**src/rtl/proc_control_unit_pkg.sv**
```systemverilog
// Shared encodings for the processor control unit: FSM states, opcodes,
// ALU operation selects and the illegal-opcode decode.
package proc_control_unit_pkg;

    typedef enum logic [2:0] {
        ST_IDLE   = 3'd0,
        ST_FETCH  = 3'd1,
        ST_DECODE = 3'd2,
        ST_EXEC   = 3'd3,
        ST_MEM    = 3'd4,
        ST_HALT   = 3'd5,
        ST_FAULT  = 3'd6
    } state_t;

    localparam logic [3:0] OP_NOP = 4'd0;
    localparam logic [3:0] OP_ADD = 4'd1;
    localparam logic [3:0] OP_SUB = 4'd2;
    localparam logic [3:0] OP_AND = 4'd3;
    localparam logic [3:0] OP_OR  = 4'd4;
    localparam logic [3:0] OP_LD  = 4'd5;
    localparam logic [3:0] OP_ST  = 4'd6;
    localparam logic [3:0] OP_BEQ = 4'd7;
    localparam logic [3:0] OP_JMP = 4'd8;
    localparam logic [3:0] OP_HLT = 4'd15;

    localparam logic [3:0] OP_ILL_LO = 4'd9;
    localparam logic [3:0] OP_ILL_HI = 4'd14;

    localparam logic [2:0] ALU_ADD = 3'd0;
    localparam logic [2:0] ALU_SUB = 3'd1;
    localparam logic [2:0] ALU_AND = 3'd2;
    localparam logic [2:0] ALU_OR  = 3'd3;

    function automatic logic is_illegal(input logic [3:0] op);
        return (op >= OP_ILL_LO) && (op <= OP_ILL_HI);
    endfunction

endpackage

```
**src/rtl/proc_control_unit_timeout.sv**
```systemverilog
// Memory-handshake watchdog: 8-bit clear/enable counter, expired on the
// cycle in which the count of ack-less cycles reaches LIMIT.
module proc_control_unit_timeout #(
    parameter int LIMIT = 15
) (
    input  logic clk_in,
    input  logic rst_in,
    input  logic clr,
    input  logic en,
    output logic expired
);

    logic [7:0] count_r;

    // Wait-cycle counter; clear has priority over increment.
    always_ff @(posedge clk_in or negedge rst_in) begin
        if (!rst_in) begin
            count_r <= 8'd0;
        end else if (clr) begin
            count_r <= 8'd0;
        end else if (en) begin
            count_r <= count_r + 8'd1;
        end else begin
            count_r <= count_r;
        end
    end

    // The current ack-less cycle is the LIMIT-th one.
    assign expired = (count_r == 8'(LIMIT - 1));

endmodule

```
**src/rtl/proc_control_unit.sv**
```systemverilog
// Multi-cycle control FSM: fetch/decode/execute/memory sequencing, datapath
// strobes, memory handshake timeout, debug halt/resume and fault capture.
module proc_control_unit
    import proc_control_unit_pkg::*;
#(
    parameter int OPCODE_W    = 4,
    parameter int ALU_OP_W    = 3,
    parameter int MEM_TIMEOUT = 15
) (
    input  logic                clk_in,
    input  logic                rst_in,
    input  logic [OPCODE_W-1:0] opcode_in,
    input  logic                zero_in,
    input  logic                mem_ack_in,
    input  logic                halt_req_in,
    input  logic                resume_in,
    output logic                pc_inc_out,
    output logic                pc_load_out,
    output logic                ir_load_out,
    output logic                mem_req_out,
    output logic                mem_we_out,
    output logic                addr_sel_out,
    output logic [ALU_OP_W-1:0] alu_op_out,
    output logic                rf_we_out,
    output logic                wb_sel_out,
    output logic                halted_out,
    output logic                fault_out,
    output logic [2:0]          state_out
);

    state_t     state_r;
    state_t     state_next_s;
    state_t     boundary_s;
    logic [3:0] op_s;
    logic [2:0] alu_op_s;
    logic       expired_s;
    logic       tmo_clr_s;
    logic       tmo_en_s;

    assign op_s = 4'(opcode_in);
    // Instruction boundary: a pending halt request diverts the next fetch.
    assign boundary_s = halt_req_in ? ST_HALT : ST_FETCH;

    assign tmo_clr_s = (state_next_s != state_r);
    assign tmo_en_s  = ((state_r == ST_FETCH) || (state_r == ST_MEM)) && !mem_ack_in;

    proc_control_unit_timeout #(
        .LIMIT (MEM_TIMEOUT)
    ) u_timeout (
        .clk_in  (clk_in),
        .rst_in  (rst_in),
        .clr     (tmo_clr_s),
        .en      (tmo_en_s),
        .expired (expired_s)
    );

    // State register.
    always_ff @(posedge clk_in or negedge rst_in) begin
        if (!rst_in) begin
            state_r <= ST_IDLE;
        end else begin
            state_r <= state_next_s;
        end
    end

    // Next-state logic; an ack in the same cycle beats the timeout.
    always_comb begin
        state_next_s = state_r;
        case (state_r)
            ST_IDLE:   state_next_s = boundary_s;
            ST_FETCH: begin
                if (mem_ack_in)     state_next_s = ST_DECODE;
                else if (expired_s) state_next_s = ST_FAULT;
                else                state_next_s = ST_FETCH;
            end
            ST_DECODE: state_next_s = is_illegal(op_s) ? ST_FAULT : ST_EXEC;
            ST_EXEC: begin
                case (op_s)
                    OP_LD, OP_ST: state_next_s = ST_MEM;
                    OP_HLT:       state_next_s = ST_HALT;
                    default:      state_next_s = boundary_s;
                endcase
            end
            ST_MEM: begin
                if (mem_ack_in)     state_next_s = boundary_s;
                else if (expired_s) state_next_s = ST_FAULT;
                else                state_next_s = ST_MEM;
            end
            ST_HALT:   state_next_s = resume_in ? ST_FETCH : ST_HALT;
            ST_FAULT:  state_next_s = ST_FAULT;
            default:   state_next_s = ST_FAULT;
        endcase
    end

    // Strobe decode from state, opcode and same-cycle handshake flags.
    always_comb begin
        pc_inc_out   = 1'b0;
        pc_load_out  = 1'b0;
        ir_load_out  = 1'b0;
        mem_req_out  = 1'b0;
        mem_we_out   = 1'b0;
        addr_sel_out = 1'b0;
        alu_op_s     = ALU_ADD;
        rf_we_out    = 1'b0;
        wb_sel_out   = 1'b0;
        halted_out   = 1'b0;
        fault_out    = 1'b0;
        case (state_r)
            ST_FETCH: begin
                mem_req_out = 1'b1;
                ir_load_out = mem_ack_in;
                pc_inc_out  = mem_ack_in;
            end
            ST_EXEC: begin
                case (op_s)
                    OP_ADD: begin alu_op_s = ALU_ADD; rf_we_out = 1'b1; end
                    OP_SUB: begin alu_op_s = ALU_SUB; rf_we_out = 1'b1; end
                    OP_AND: begin alu_op_s = ALU_AND; rf_we_out = 1'b1; end
                    OP_OR:  begin alu_op_s = ALU_OR;  rf_we_out = 1'b1; end
                    OP_BEQ: begin alu_op_s = ALU_SUB; pc_load_out = zero_in; end
                    OP_JMP: pc_load_out = 1'b1;
                    OP_NOP: alu_op_s = ALU_ADD;
                    default: alu_op_s = ALU_ADD;
                endcase
            end
            ST_MEM: begin
                mem_req_out  = 1'b1;
                addr_sel_out = 1'b1;
                mem_we_out   = (op_s == OP_ST);
                rf_we_out    = mem_ack_in && (op_s == OP_LD);
                wb_sel_out   = mem_ack_in && (op_s == OP_LD);
            end
            ST_HALT:  halted_out = 1'b1;
            ST_FAULT: fault_out  = 1'b1;
            default:  halted_out = 1'b0;
        endcase
    end

    assign alu_op_out = ALU_OP_W'(alu_op_s);
    assign state_out  = state_r;

endmodule

```
**config.mk**
```make
export PLATFORM = sky130hd
export DESIGN_NAME = proc_control_unit
export DESIGN_NICKNAME = d
export VERILOG_FILES = /design/src/rtl/proc_control_unit_pkg.sv /design/src/rtl/proc_control_unit_timeout.sv /design/src/rtl/proc_control_unit.sv
export SDC_FILE = /design/constraint.sdc
export NUM_CORES = 1
export LEC_CHECK = 0
export BUFFER_PORTS_ARGS = -buffer_cell sky130_fd_sc_hd__buf_2
export CAP_MARGIN = 20
export CORE_MARGIN = 10
export CORE_UTILIZATION = 45
export CTS_BUF_LIST = sky130_fd_sc_hd__clkbuf_4 sky130_fd_sc_hd__clkbuf_8 sky130_fd_sc_hd__clkbuf_16
export DETAILED_ROUTE_END_ITERATION = 6
export GPL_TIMING_DRIVEN = 0
export HOLD_SLACK_MARGIN = 0.05
export PLACE_DENSITY_LB_ADDON = 0.12
export SLEW_MARGIN = 10
export SYNTH_ARGS = -nofsm -noshare
export SYNTH_HDL_FRONTEND = slang
export SYNTH_HIERARCHICAL = 1
export SYNTH_SLANG_ARGS = --single-unit
```
**constraint.sdc**
```tcl
create_clock -name clk_in -period 2.5 [get_ports clk_in]
set_input_delay 0.125 -clock clk_in [delete_from_list [all_inputs] [get_ports clk_in]]
set_output_delay 0.125 -clock clk_in [all_outputs]
set_load 0.005 [all_outputs]
```
After elaboration in Yosys (flattened, before gate mapping)

Cells that the tools add are included.

Register bits: 11
Bits in latches: 0
Memory bits (writable): 0
ROM bits: 0
Input port bits: 10
Output and inout bits: 16
Word-level logic and storage cells: 57
Memories kept: 0

$add $sub $neg: 1
$mul: 0
Divide/modulo/power cells: 0
$lt $le $gt $ge: 2
Equality and inequality tests: 17
Shift-type cells: 0
Multiplexer cells: 24
Bitwise operators: 0
Reductions and logical operators: 11

Operator list:

| cell                  | count |
|---|---|
| $mux W3               | 6 |
| $pmux W3 S6           | 1 |
| $eq A4 B3 Y1 const B  | 4 |
| $mux W8               | 2 |
| $eq A3 B3 Y1 const B  | 3 |
| $mux W1               | 9 |
| $add A8 B1 Y8 const B | 1 |
| $eq A4 B2 Y1 const B  | 2 |
| $eq A4 B4 Y1 const B  | 2 |
| $eq A8 B4 Y1 const B  | 1 |
| $eq A3 B2 Y1 const B  | 2 |
| $pmux W2 S3           | 1 |
| $pmux W3 S2           | 1 |
| $reduce_or A2 Y1      | 3 |
| $eq A4 B1 Y1 const B  | 1 |
| $ge A4 B4 Y1 const B  | 1 |
| $le A4 B4 Y1 const B  | 1 |
| $mux W2               | 2 |
| $pmux W1 S2           | 2 |
| $reduce_or A4 Y1      | 1 |
| $eq A3 B1 Y1 const B  | 1 |
| $logic_and A1 B1 Y1   | 3 |
| $logic_not A3 Y1      | 1 |
| $ne A3 B3 Y1          | 1 |
| other kinds (3)       | 3 |

Longest topological paths before layout

Gate-level depths: netlist (run 1).

Depth in word-level cells: 6
Gate-level depth with buffers: 13
Gate-level depth less buffers: 12

Hierarchy

The synthesis (run 1) kept the hierarchy.

Modules (own cells, without submodules):

| module                    | times used | cells an instance | area an instance (um2) | sequential area each (um2) |
|---|---|---|---|---|
| proc_control_unit         | 1          | 80                | 571.8                  | 75.1 |
| proc_control_unit_timeout | 1          | 42                | 426.7                  | 200.2 |

Worst setup path before layout (run 1)

Ideal clock, no wire load.

Kind: register -> register
Start: reg u_timeout.count_r[0]
End: reg u_timeout.count_r[7]
Library setup time: 0.077 ns
Data arrival time: 2.569 ns
Required time: 2.423 ns
Setup slack: -0.146 ns
Stages on the path, launching flop included: 14
Buffers on the path: 1
Period minus slack after synthesis: 2.646 ns
Cell sequence: dfrtp_1 -> inv_1 -> ha_1 -> nand4b_1 -> nor4_1 -> nand3b_1 -> a211o_1 -> nand3_1 -> nand4bb_1 -> a221o_1 -> buf_6 -> o21ai_0 -> or4_1 -> a21oi_1

Word-level cells in the longest chain between the ends: 6
Elaborated cells on any way between the ends: 11
Classes of those cells: add/sub: 1; eq/ne: 2; mux: 7; reduce/logical: 1

Ends and longest elaborated chain:

| element                                       | line                                             | source |
|---|---|---|
| from (decl)                                   | proc_control_unit_timeout.sv:13                  | `logic [7:0] count_r;` |
| from (signal assigned)                        | proc_control_unit_timeout.sv:22                  | `count_r <= count_r + 8'd1;` |
| from (signal assigned)                        | proc_control_unit_timeout.sv:24                  | `count_r <= count_r;` |
| $eq A8 B4 Y1 *                                | proc_control_unit_timeout.sv:29                  | `assign expired = (count_r == 8'(LIMIT - 1));` |
| net expired_s                                 | proc_control_unit.sv:36                          | `logic expired_s;` |
| $mux W3 or $mux W2 (tied branches)            | proc_control_unit.sv:73, proc_control_unit.sv:86 |  |
| $mux W3, on equally long branches             | proc_control_unit.sv:72, proc_control_unit.sv:85 |  |
| $pmux W3 S6 *                                 | proc_control_unit.sv:69                          | `case (state_r)` |
| $ne A3 B3 Y1 *                                | proc_control_unit.sv:44                          | `assign tmo_clr_s = (state_next_s != state_r);` |
| net tmo_clr_s                                 | proc_control_unit.sv:37                          | `logic tmo_clr_s;` |
| $mux W8 or $reduce_bool A2 Y1 (tied branches) | -                                                |  |

The timed path passes the listed nets; every way through them passes the cells marked *. The select of a mux whose other input is x is not followed.
A chain may end at the register's enable or synchronous reset.

Worst setup path after layout (run 1)

Start: reg u_timeout.count_r[0]
End: reg u_timeout.count_r[6]

Word-level cells in the longest chain between the ends: 6
Elaborated cells on any way between the ends: 11
Classes of those cells: add/sub: 1; eq/ne: 2; mux: 7; reduce/logical: 1

Ends and longest elaborated chain:

| element                                       | line                            | source |
|---|---|---|
| $eq A8 B4 Y1 *                                | proc_control_unit_timeout.sv:29 |  |
| net expired_s                                 | proc_control_unit.sv:36         |  |
| $mux W3 *                                     | proc_control_unit.sv:73         | `else if (expired_s) state_next_s = ST_FAULT;` |
| $mux W3 *                                     | proc_control_unit.sv:72         | `if (mem_ack_in) state_next_s = ST_DECODE;` |
| $pmux W3 S6 *                                 | proc_control_unit.sv:69         |  |
| net state_next_s[0]                           | proc_control_unit.sv:32         | `state_t state_next_s;` |
| $ne A3 B3 Y1 *                                | proc_control_unit.sv:44         |  |
| net tmo_clr_s                                 | proc_control_unit.sv:37         |  |
| $mux W8 or $reduce_bool A2 Y1 (tied branches) | -                               |  |

Marked as above.

==> results of run 1 <==
cell families after synthesis:
logic type,count (synthesis)
other,1
XOR/XNOR,8
adder cells (fa/ha/maj),2
AND/OR/NAND/NOR,62
buffers and inverters,14
flip-flops,11
AO/OA/AOI/OAI,23
multiplexers,1
final cells by class:
cell class                 count  area, µm²  area share
tap                           27       33.8      0.0264
inverter                       4       15.0      0.0117
sequential                    11        275       0.215
clock buffer                   4       30.0      0.0234
buffer                        10       82.6      0.0645
multi-input combinational     97        677       0.528
timing repair buffer          30        168       0.131
per-layer routing:
| layer | GRT usage | vias up |
|---|---|---|
| li1 | - | 503 |
| met4 | 0.0462 | 0 |
| met5 | 0 | - |
| met1 | 0.144 | 464 |
| met2 | 0.177 | 39 |
| met3 | 0.0452 | 4 |
sequential cells by signal, summed over array words and instances, names as in the netlist:
signal	flops
u_timeout/count_r	8
state_out	3
cells in the mapped netlist, drive strengths merged (3+ instances only):
| master | count | share of area |
|---|---|---|
| o31ai | 4 | 0.030 |
| nor2b | 4 | 0.025 |
| a21oi | 6 | 0.030 |
| xor2 | 6 | 0.053 |
| inv | 4 | 0.015 |
| nand2 | 7 | 0.026 |
| nand3 | 5 | 0.030 |
| buf | 9 | 0.079 |
| dfrtp | 11 | 0.28 |
| o21ai | 4 | 0.020 |
| nor3 | 8 | 0.040 |
| nand3b | 3 | 0.023 |
| nor2 | 16 | 0.060 |
what timing repair did:
item | CTS | global route
hold endpoints to repair | 11 | 0
hold buffers | 1 | 0
resized for setup | 1 | 5
setup buffers | 4 | 1
pin swaps | 1 | 0
setup endpoints to repair | 2 | 3
power breakdown:
part / leakage (nW) / internal (mW) / switching, mW
combinational: 0.397 / 0.318 / 0.381
sequential: 0.147 / 0.211 / 0.0392
clock: 0.0184 / 0.0727 / 0.0556
total: 0.562 / 0.601 / 0.476
stage by stage:
step	cells	worst slack, ps	utilization	setup TNS, ps	hold WS [ps]
finish	183	-2.67	0.627	-2.67	200
global route	183	-157	0.627	-295	209
CTS	182	25.7	0.614	0	199
detailed placement	173	-210	0.575	-412	4.99
global placement	173	-203	0.575	-404	3.98
floorplan	122	40.2	-	0	-171
how the worst max path moves through the flow:
stage                         startpoint                    to  slack (ps)  depth (start not counted)
floorplan           u_timeout/count_r[0]  u_timeout/count_r[6]          40                         13
global placement    u_timeout/count_r[0]  u_timeout/count_r[6]        -200                         13
detailed placement  u_timeout/count_r[0]  u_timeout/count_r[6]        -210                         13
CTS                 u_timeout/count_r[0]  u_timeout/count_r[6]          30                         13
global route        u_timeout/count_r[0]  u_timeout/count_r[6]        -160                         13
finish              u_timeout/count_r[0]  u_timeout/count_r[6]          -3                         14
worst min-delay path: cells and delay by family:
family	cells	cell delay, ps
simple gates	1	90
buf+inv	1	100
compound gates	1	110
==> results.yml, run 1 <==
placement:
  port_buffers: 24
  dpl_cell_area_um2: 1170
  gp_congestion: 0.825
  dpl.hpwl_um: 1890
cells_and_area:
  final_cell_area_um2: 1280
  final_common_cell: "buf_2"
  drive_gt1_frac: 0.359
  most-common-layout-cells: "buf_2 (24), nor2_1 (16), buf_4 (11), dfrtp_1 (11), nor3_1 (8)"
  fin_nets: 169
  area_growth_pct: 28.3
  antennaDiodeCount: 0
  final.fill_count: 205
sta:
  drv_slew: 0
  layout_min_cycle_time_ps: 2500
  hold_violations: 0
  timing.final.crit_share: 1.00
  max_freq_mhz: 400
  finalClockSkew_ps: 1.83
  timing.final.ws_setup_ps: -2.67
  finalSetupViolations: 1
  rsz0062_at_grt: "true"
pwr:
  peakVddDrop_uv: 472
  p_total_mw: 1.08
  powerDensity_nw_per_um2: 841
  total_leakage_power_nw: 0.562
critical_path:
  path_max_fanout: 4
  cp_slowest_cell: "or4_4"
  rrSetupSlack_ps: -3
  cp_top_family: "simple AND/OR/NAND/NOR gates"
  worstReg2RegEnd: "u_timeout/count_r[6]"
  crit_buf_inv: 3
  rr_startpoint: "u_timeout/count_r[0]"
  arrival_ps: 2700
  crit_type: "flip-flop to flip-flop"
  cp_slowest_stage_delay_ps: 420
  worstPathCellList: "inv_1, ha_1, nand4b_1, nor4_4, buf_4, nor2_1, o22ai_1, o22ai_2, xor2_1, a221o_1, buf_6, o21ai_4, or4_4, a21oi_2"
  rr_worst_depth: 14
  cp-start-kind: "flip-flop"
  crit_required_ps: 2700
  endpoint_kind: "flip-flop"
logic_synthesis:
  synth_top_family_by_area: "simple AND/OR/NAND/NOR gates"
  synthSimpleGateAreaFrac: 0.350
  synth_compound_area_frac: 0.168
  synth_ff_type: "dfrtp_1"
  yosys_warnings: 6
  synth_mux_area_frac: 0.0100
  synth_area_per_cell_um2: 8.18
  synth_area_um2: 998
  synthAdderAreaFrac: 0.0251
  ys_seq_area_frac: 0.276
  synth_fp_nets: 134
  synth_xor_area_frac: 0.0702
  syn_inst: 122
  synth.distinct_cells: 44
  ys_ff_latch: 11
  synthArstFlopShare: 1.00
  synth-edff-count: 0
grt:
  overflow: 0
  antenna_found_initial: 0
  grt_usage: 0.116
  grt_pass1_vias: 952
  grt_first_pass_wirelength_um: 4240
  grt_max_degree: 12
floorplanning:
  chipHeight_um: 67.1
  io_pins: 26
  fp.dieArea_um2: 4500
  fp.dieW_um: 67.1
  row_count: 16
  initial_core_util: 0.489
  coreArea_um2: 2040
route:
  firstDrtPassIters: 4
  via_per_inst: 5.52
  wl_met1_um: 1160
  vias: 1010
  drc: 0
  routed_wirelength_um: 2540
  ant_nets: 0
  wl_met2_um: 1110
  first_iter_violations: 51
  highest_layer: "met4"
  wl_met3_um: 230
  wl_per_cell_um: 13.9
clock_network:
  cts_buffers: 3
  worst_skew_pair.late_latency_ps: 270
  cts.path.max_buffers: 2
  cts_sinks: 11
  cts_tree: "yes"
  clk_pin_slew_worst_paths_ps: 60
  htree_levels: 1
  cts-root-buf: "clkbuf_4"
run_status:
  status: "finished with violations"
  violations: "setup timing"
worst_hold_path:
  hold_path_depth: 3
  min_from: "halt_req_in"
  hp-class: "input port to flip-flop"
  holdPathEnd: "state_out[2]"
flow_run:
  drv_cap: 0
No activity file was read; power rests on OpenSTA's default activity.
==> run 2, diff against run 1 <==
--- a/config.mk
+++ b/config.mk
@@ -17,5 +17,4 @@
 export SLEW_MARGIN = 10
 export SYNTH_ARGS = -nofsm -noshare
 export SYNTH_HDL_FRONTEND = slang
-export SYNTH_HIERARCHICAL = 1
 export SYNTH_SLANG_ARGS = --single-unit
==> run 2 against run 1 <==
Effect of this change:
- synthesized cell count grew 16%
- sequential share of layout area grew 0.41 points
- the run now ends clean
- combinational power shrank 90%
- clock skew grew 2.7 ps
- first-iteration DRC count grew 20%
- fmax grew 11%
- sequential power shrank 25%
- flip-flop and latch count is the same
==> results.yml, run 2 <==
route:
  vias: 1065
  routed_wirelength_um: 2690
  first_iter_violations: 61
  wl_per_cell_um: 13.6
  drc: 0
  firstDrtPassIters: 4
  via_per_inst: 5.38
  ant_nets: 0
logic_synthesis:
  synth_compound_area_frac: 0.165
  synth_top_cell_area_share: 0.260
  synthSimpleGateAreaFrac: 0.388
  synth-edff-count: 0
  synthAdderAreaFrac: 0.0236
  synth.distinct_cells: 38
  synth_xor_area_frac: 0.0826
  synth_fp_nets: 154
  yosysTopAreaCell: "dfrtp_1"
  synth_area_leaders: "dfrtp_1 (26%), xnor2_1 (6.6%), nor4_1 (6.5%)"
  yosys_warnings: 0
  synthArstFlopShare: 1.00
  ys_seq_area_frac: 0.260
  synth_area_um2: 1060
  syn_inst: 142
  synth_ff_type: "dfrtp_1"
  ys_ff_latch: 11
  synthTopCellsByCount: "nor2_1 (17), a21oi_1 (11), dfrtp_1 (11), nor4_1 (11), nand2_1 (10)"
  synth_area_per_cell_um2: 7.46
  synth_top_family_by_area: "simple AND/OR/NAND/NOR gates"
  synth_mux_area_frac: 0.00945
  yosysMostFrequentCell: "nor2_1"
sta:
  finalSetupViolations: 0
  setup_tns_ps: 0
  max_freq_mhz: 443
  layout_min_cycle_time_ps: 2260
  hold_violations: 0
  timing.final.ws_setup_ps: 243
  finalClockSkew_ps: 4.53
  drv_slew: 0
  timing.final.crit_share: 0.903
  rsz0062_at_grt: "false"
critical_path:
  cp-start-kind: "flip-flop"
  endpoint_kind: "flip-flop"
  worstReg2RegEnd: "u_timeout.count_r[2]"
  crit_required_ps: 2640
  rrSetupSlack_ps: 240
  rr_worst_depth: 7
  crit_type: "flip-flop to flip-flop"
  path_max_fanout: 8
  arrival_ps: 2400
  rr_startpoint: "u_timeout.count_r[0]"
  worstPathCellList: "inv_1, ha_1, or3b_1, or4_1, a211oi_1, a21o_1, nor4_1"
  cp_slowest_cell: "or4_1"
  cp_slowest_stage_delay_ps: 450
clock_network:
  cts_setup_buffers: 0
  worst_skew_pair.late_latency_ps: 280
  cts.path.max_buffers: 2
  htree_levels: 1
  cts_sinks: 11
  clk_pin_slew_worst_paths_ps: 70
  cts_tree: "yes"
  cts-root-buf: "clkbuf_4"
  cts_buffers: 3
floorplanning:
  chipHeight_um: 68.5
  fp.dieArea_um2: 4700
  coreArea_um2: 2230
  fp.dieW_um: 68.5
  initial_core_util: 0.475
  row_count: 17
  io_pins: 26
worst_hold_path:
  hold_path_depth: 4
  min_from: "resume_in"
  hp-class: "input port to flip-flop"
  holdPathEnd: "state_out[2]"
cells_and_area:
  antennaDiodeCount: 0
  fin_nets: 183
  final.fill_count: 228
  top_register: "u_timeout.count_r"
  final_common_cell: "buf_2"
  layout.cells.non_filler: 198
  drive_gt1_frac: 0.229
  most-common-layout-cells: "buf_2 (26), nor2_1 (17), dfrtp_1 (11)"
  area_growth_pct: 18.7
  largest_reg_flops: 8
  final_cell_area_um2: 1260
grt:
  grt_usage: 0.122
  grt_max_degree: 12
  overflow: 0
  grt_first_pass_wirelength_um: 4520
  antenna_found_initial: 0
  grt_pass1_vias: 1041
flow_run:
  drv_cap: 0
pwr:
  powerDensity_nw_per_um2: 301
  peakVddDrop_uv: 276
  total_leakage_power_nw: 0.530
  p_total_uw: 379
placement:
  port_buffers: 23
  dpl_cell_area_um2: 1210
  place_ws_ps: 29.2
  placed_cells_incl_taps: 193
  dpl.hpwl_um: 2090
  gp_congestion: 0.843
run_status:
  status: "finished clean"
[run 2: cell count changes in the layout (fill, tap and decap cells not counted), moves of 4 or more]
cell | previous run | this run
nor3b_1 | 1 | 6
xor2_1 | 6 | 2
a21oi_1 | 4 | 10
xnor2_1 | 2 | 8
clkbuf_1 | 1 | 5
buf_4 | 11 | 3
nand2b_1 | 2 | 9
nor4_1 | 0 | 10
[run 2: metal layers]
layer | up-vias | GRT usage | part of all wire
met5 | - | 0 | 0
met4 | 0 | 0.0678 | 0.022
met3 | 5 | 0.0193 | 0.066
met2 | 20 | 0.200 | 0.48
met1 | 483 | 0.149 | 0.44
li1 | 557 | - | -
[run 2: final cells by class]
type / instances / area (µm²) / share of cell area
Timing Repair Buffer: 24 / 125 / 0.0995
Sequential cell: 11 / 275 / 0.219
Clock buffer: 3 / 22.5 / 0.0179
Clock inverter: 1 / 5.00 / 0.00398
Tap cell: 28 / 35.0 / 0.0279
Multi-Input combinational cell: 116 / 723 / 0.575
Buffer: 11 / 56.3 / 0.0448
Inverter: 4 / 15.0 / 0.0119
[run 2: how the worst max path moves through the flow]
stage                    startpoint              endpoint  slack (ps)  cells after the start
4_1_cts        u_timeout.count_r[0]  u_timeout.count_r[2]         190                      7
5_1_grt        u_timeout.count_r[0]  u_timeout.count_r[2]         130                      7
3_5_place_dp   u_timeout.count_r[0]  u_timeout.count_r[0]          30                      7
3_3_place_gp   u_timeout.count_r[0]  u_timeout.count_r[2]          60                      7
2_1_floorplan  u_timeout.count_r[0]  u_timeout.count_r[0]         460                      7
6_report       u_timeout.count_r[0]  u_timeout.count_r[2]         240                      7
[run 2: per-stage QoR]
step | util | hold WS (ps)
finish | 0.563 | 213
global route | 0.563 | 241
CTS | 0.560 | 200
detailed placement | 0.542 | 5.33
global placement | 0.542 | 4.63
floorplan | - | -171
[run 2: where the power goes]
group	switching, mW	internal [mW]
clock	0.0628	0.0594
combinational	0.0398	0.0289
sequential	0.00442	0.183
total	0.107	0.272
[run 2: cell families after synthesis]
logic type	after synthesis
buf+inv	15
simple gates	75
xor+xnor	10
flops	11
fa+ha+maj	2
other cells	1
mux	1
compound gates	27
[run 2: repair_timing]
| item | in CTS | in global routing |
|---|---|---|
| hold endpoints to repair | 11 | 0 |
| endpoints found under the setup margin | 1 | 3 |
| hold buffers | 1 | 0 |
| gates resized for setup | 1 | 1 |
[run 2: critical path: cells and delay by family, from the launching register on]
kind                       cells  cell delay, ps
and+or+nand+nor                3             920
buffers and inverters          1             100
AOI/OAI and AO/OA              2             560
DFF                            1             400
adders and majority gates      1             140
==> run 3, diff against run 2 <==
--- a/config.mk
+++ b/config.mk
@@ -7,8 +7,7 @@
 export LEC_CHECK = 0
 export BUFFER_PORTS_ARGS = -buffer_cell sky130_fd_sc_hd__buf_2
 export CAP_MARGIN = 20
-export CORE_MARGIN = 10
-export CORE_UTILIZATION = 45
+export CORE_UTILIZATION = 37
 export CTS_BUF_LIST = sky130_fd_sc_hd__clkbuf_4 sky130_fd_sc_hd__clkbuf_8 sky130_fd_sc_hd__clkbuf_16
 export DETAILED_ROUTE_END_ITERATION = 6
 export GPL_TIMING_DRIVEN = 0
==> run 3 against run 2 <==
Effect of this change:
- clock skew decreased by 2.0 ps
- design area increased by 0.50%
- fmax increased by 1.4%
- critical path type unchanged
- cell count increased by 1.5%
- sequential share of layout area decreased by 0.11 points
- routed wire length decreased by 2.7%
- clock power increased by 13%
==> results.yml, run 3 (synthesis results as in run 2) <==
cells_and_area:
  final_cell_area_um2: 1260
  final_common_cell: "buf_2"
  antennaDiodeCount: 0
  area_growth_pct: 19.2
  top_register: "u_timeout.count_r"
  largest_reg_flops: 8
  most-common-layout-cells: "buf_2 (26), nor2_1 (17), dfrtp_1 (11)"
  drive_gt1_frac: 0.229
  seq_area_um2: 275
  fin_nets: 183
  layout.cells.non_filler: 201
  multiInputGateArea_um2: 723
  final.fill_count: 273
grt:
  grt_usage: 0.188
  antenna_found_initial: 0
  overflow: 0
  grt_max_degree: 12
  grt_first_pass_wirelength_um: 4640
  grt_pass1_vias: 1000
floorplanning:
  io_pins: 26
  fp.dieW_um: 55.5
  fp.dieArea_um2: 3080
  coreArea_um2: 2730
  row_count: 19
  initial_core_util: 0.388
  chipHeight_um: 55.5
route:
  routed_wirelength_um: 2610
  wl_met2_um: 1210
  firstDrtPassIters: 4
  ant_nets: 0
  wl_met3_um: 110
  wl_per_cell_um: 13.0
  via_per_inst: 5.42
  first_iter_violations: 39
  vias: 1090
  wl_met1_um: 1300
  highest_layer: "met3"
  drc: 0
pwr:
  p_total_uw: 394
  total_leakage_power_nw: 0.530
  peakVddDrop_uv: 240
  powerDensity_nw_per_um2: 312
clock_network:
  cts_buffers: 3
  htree_levels: 1
  cts.path.max_buffers: 2
  cts_sinks: 11
  cts_setup_buffers: 0
  cts_tree: "yes"
  worst_skew_pair.late_latency_ps: 270
  cts-root-buf: "clkbuf_4"
  clk_pin_slew_worst_paths_ps: 70
flow_run:
  drv_cap: 0
critical_path:
  path_max_fanout: 8
  cp_top_family: "simple AND/OR/NAND/NOR gates"
  endpoint_kind: "flip-flop"
  cp-start-kind: "flip-flop"
  crit_type: "flip-flop to flip-flop"
  worstReg2RegEnd: "u_timeout.count_r[0]"
  arrival_ps: 2370
  cp_slowest_stage_delay_ps: 440
  crit_buf_inv: 1
  worstPathCellList: "inv_1, ha_1, or3b_1, or4_1, a311o_1, o211ai_2, nor4_1"
  rr_worst_depth: 7
  rr_startpoint: "u_timeout.count_r[0]"
  crit_required_ps: 2640
  cp_slowest_cell: "or4_1"
  rrSetupSlack_ps: 270
sta:
  max_freq_mhz: 449
  rsz0062_at_grt: "false"
  hold_violations: 0
  layout_min_cycle_time_ps: 2230
  timing.final.crit_share: 0.890
  setup_tns_ps: 0
  finalClockSkew_ps: 2.48
  finalSetupViolations: 0
  drv_slew: 0
placement:
  gp_congestion: 0.815
  port_buffers: 23
  dpl_cell_area_um2: 1210
  placed_cells_incl_taps: 196
  dpl.hpwl_um: 1950
run_status:
  status: "finished clean"
worst_hold_path:
  hold_path_depth: 4
  holdPathEnd: "state_out[2]"
  min_from: "resume_in"
  hp-class: "input port to flip-flop"
[run 3: changes by cell type in the layout (fill, tap and decap cells not counted), sizes merged]
| cell | previous run | this run |
|---|---|---|
| clkbuf | 8 | 9 |
| clkinv | 1 | 0 |
[run 3: worst max path at each step]
stage | start | endpoint | slack (ps) | depth (start not counted)
after floorplan | u_timeout.count_r[0] | u_timeout.count_r[0] | 460 | 7
after global placement | u_timeout.count_r[0] | u_timeout.count_r[0] | 40 | 7
after detailed placement | u_timeout.count_r[0] | u_timeout.count_r[0] | 20 | 7
after CTS | u_timeout.count_r[0] | u_timeout.count_r[0] | 4 | 7
after global routing | u_timeout.count_r[0] | u_timeout.count_r[3] | 100 | 7
final | u_timeout.count_r[0] | u_timeout.count_r[0] | 270 | 7
[run 3: timing repair]
| action | CTS | global route |
|---|---|---|
| resized for setup | 0 | 2 |
| hold buffers | 1 | 0 |
| endpoints found under the setup margin | 0 | 8 |
| endpoints found under the hold margin | 11 | 0 |
[run 3: final cells by class]
| cell class | instances | share of cell area |
|---|---|---|
| tap | 31 | 0.0307 |
| multi-input combinational | 116 | 0.572 |
| clock buffer | 4 | 0.0238 |
| timing repair buffer | 24 | 0.0990 |
| buffer | 11 | 0.0446 |
| sequential | 11 | 0.218 |
| inverter | 4 | 0.0119 |
[run 3: where the power goes]
part	leakage, nW	switching [mW]	total (mW)	internal [mW]
Sequential	0.143	0.00422	0.188	0.183
Clock	0.0184	0.0651	0.138	0.0728
Combinational	0.369	0.0392	0.0683	0.0291
[run 3: worst min-delay path, cell delays in order]
cell and delay, ps:
buf_2 80, nor2_1 40, o2bb2ai_1 120, nand2_1 50
[run 3: layer usage]
metal,vias to the layer above,global-route usage
li1,557,-
met1,507,0.263
met2,26,0.306
met3,0,0.0422
met4,0,0.0214
met5,-,0
[run 3: stage by stage]
step	worst slack [ps]	utilization	hold WS, ps
detailed placement	24.0	0.444	10.2
global placement	35.5	0.444	11.0
finish	274	0.462	185
floorplan	459	-	-171
global route	99.7	0.462	215
CTS	3.88	0.459	178
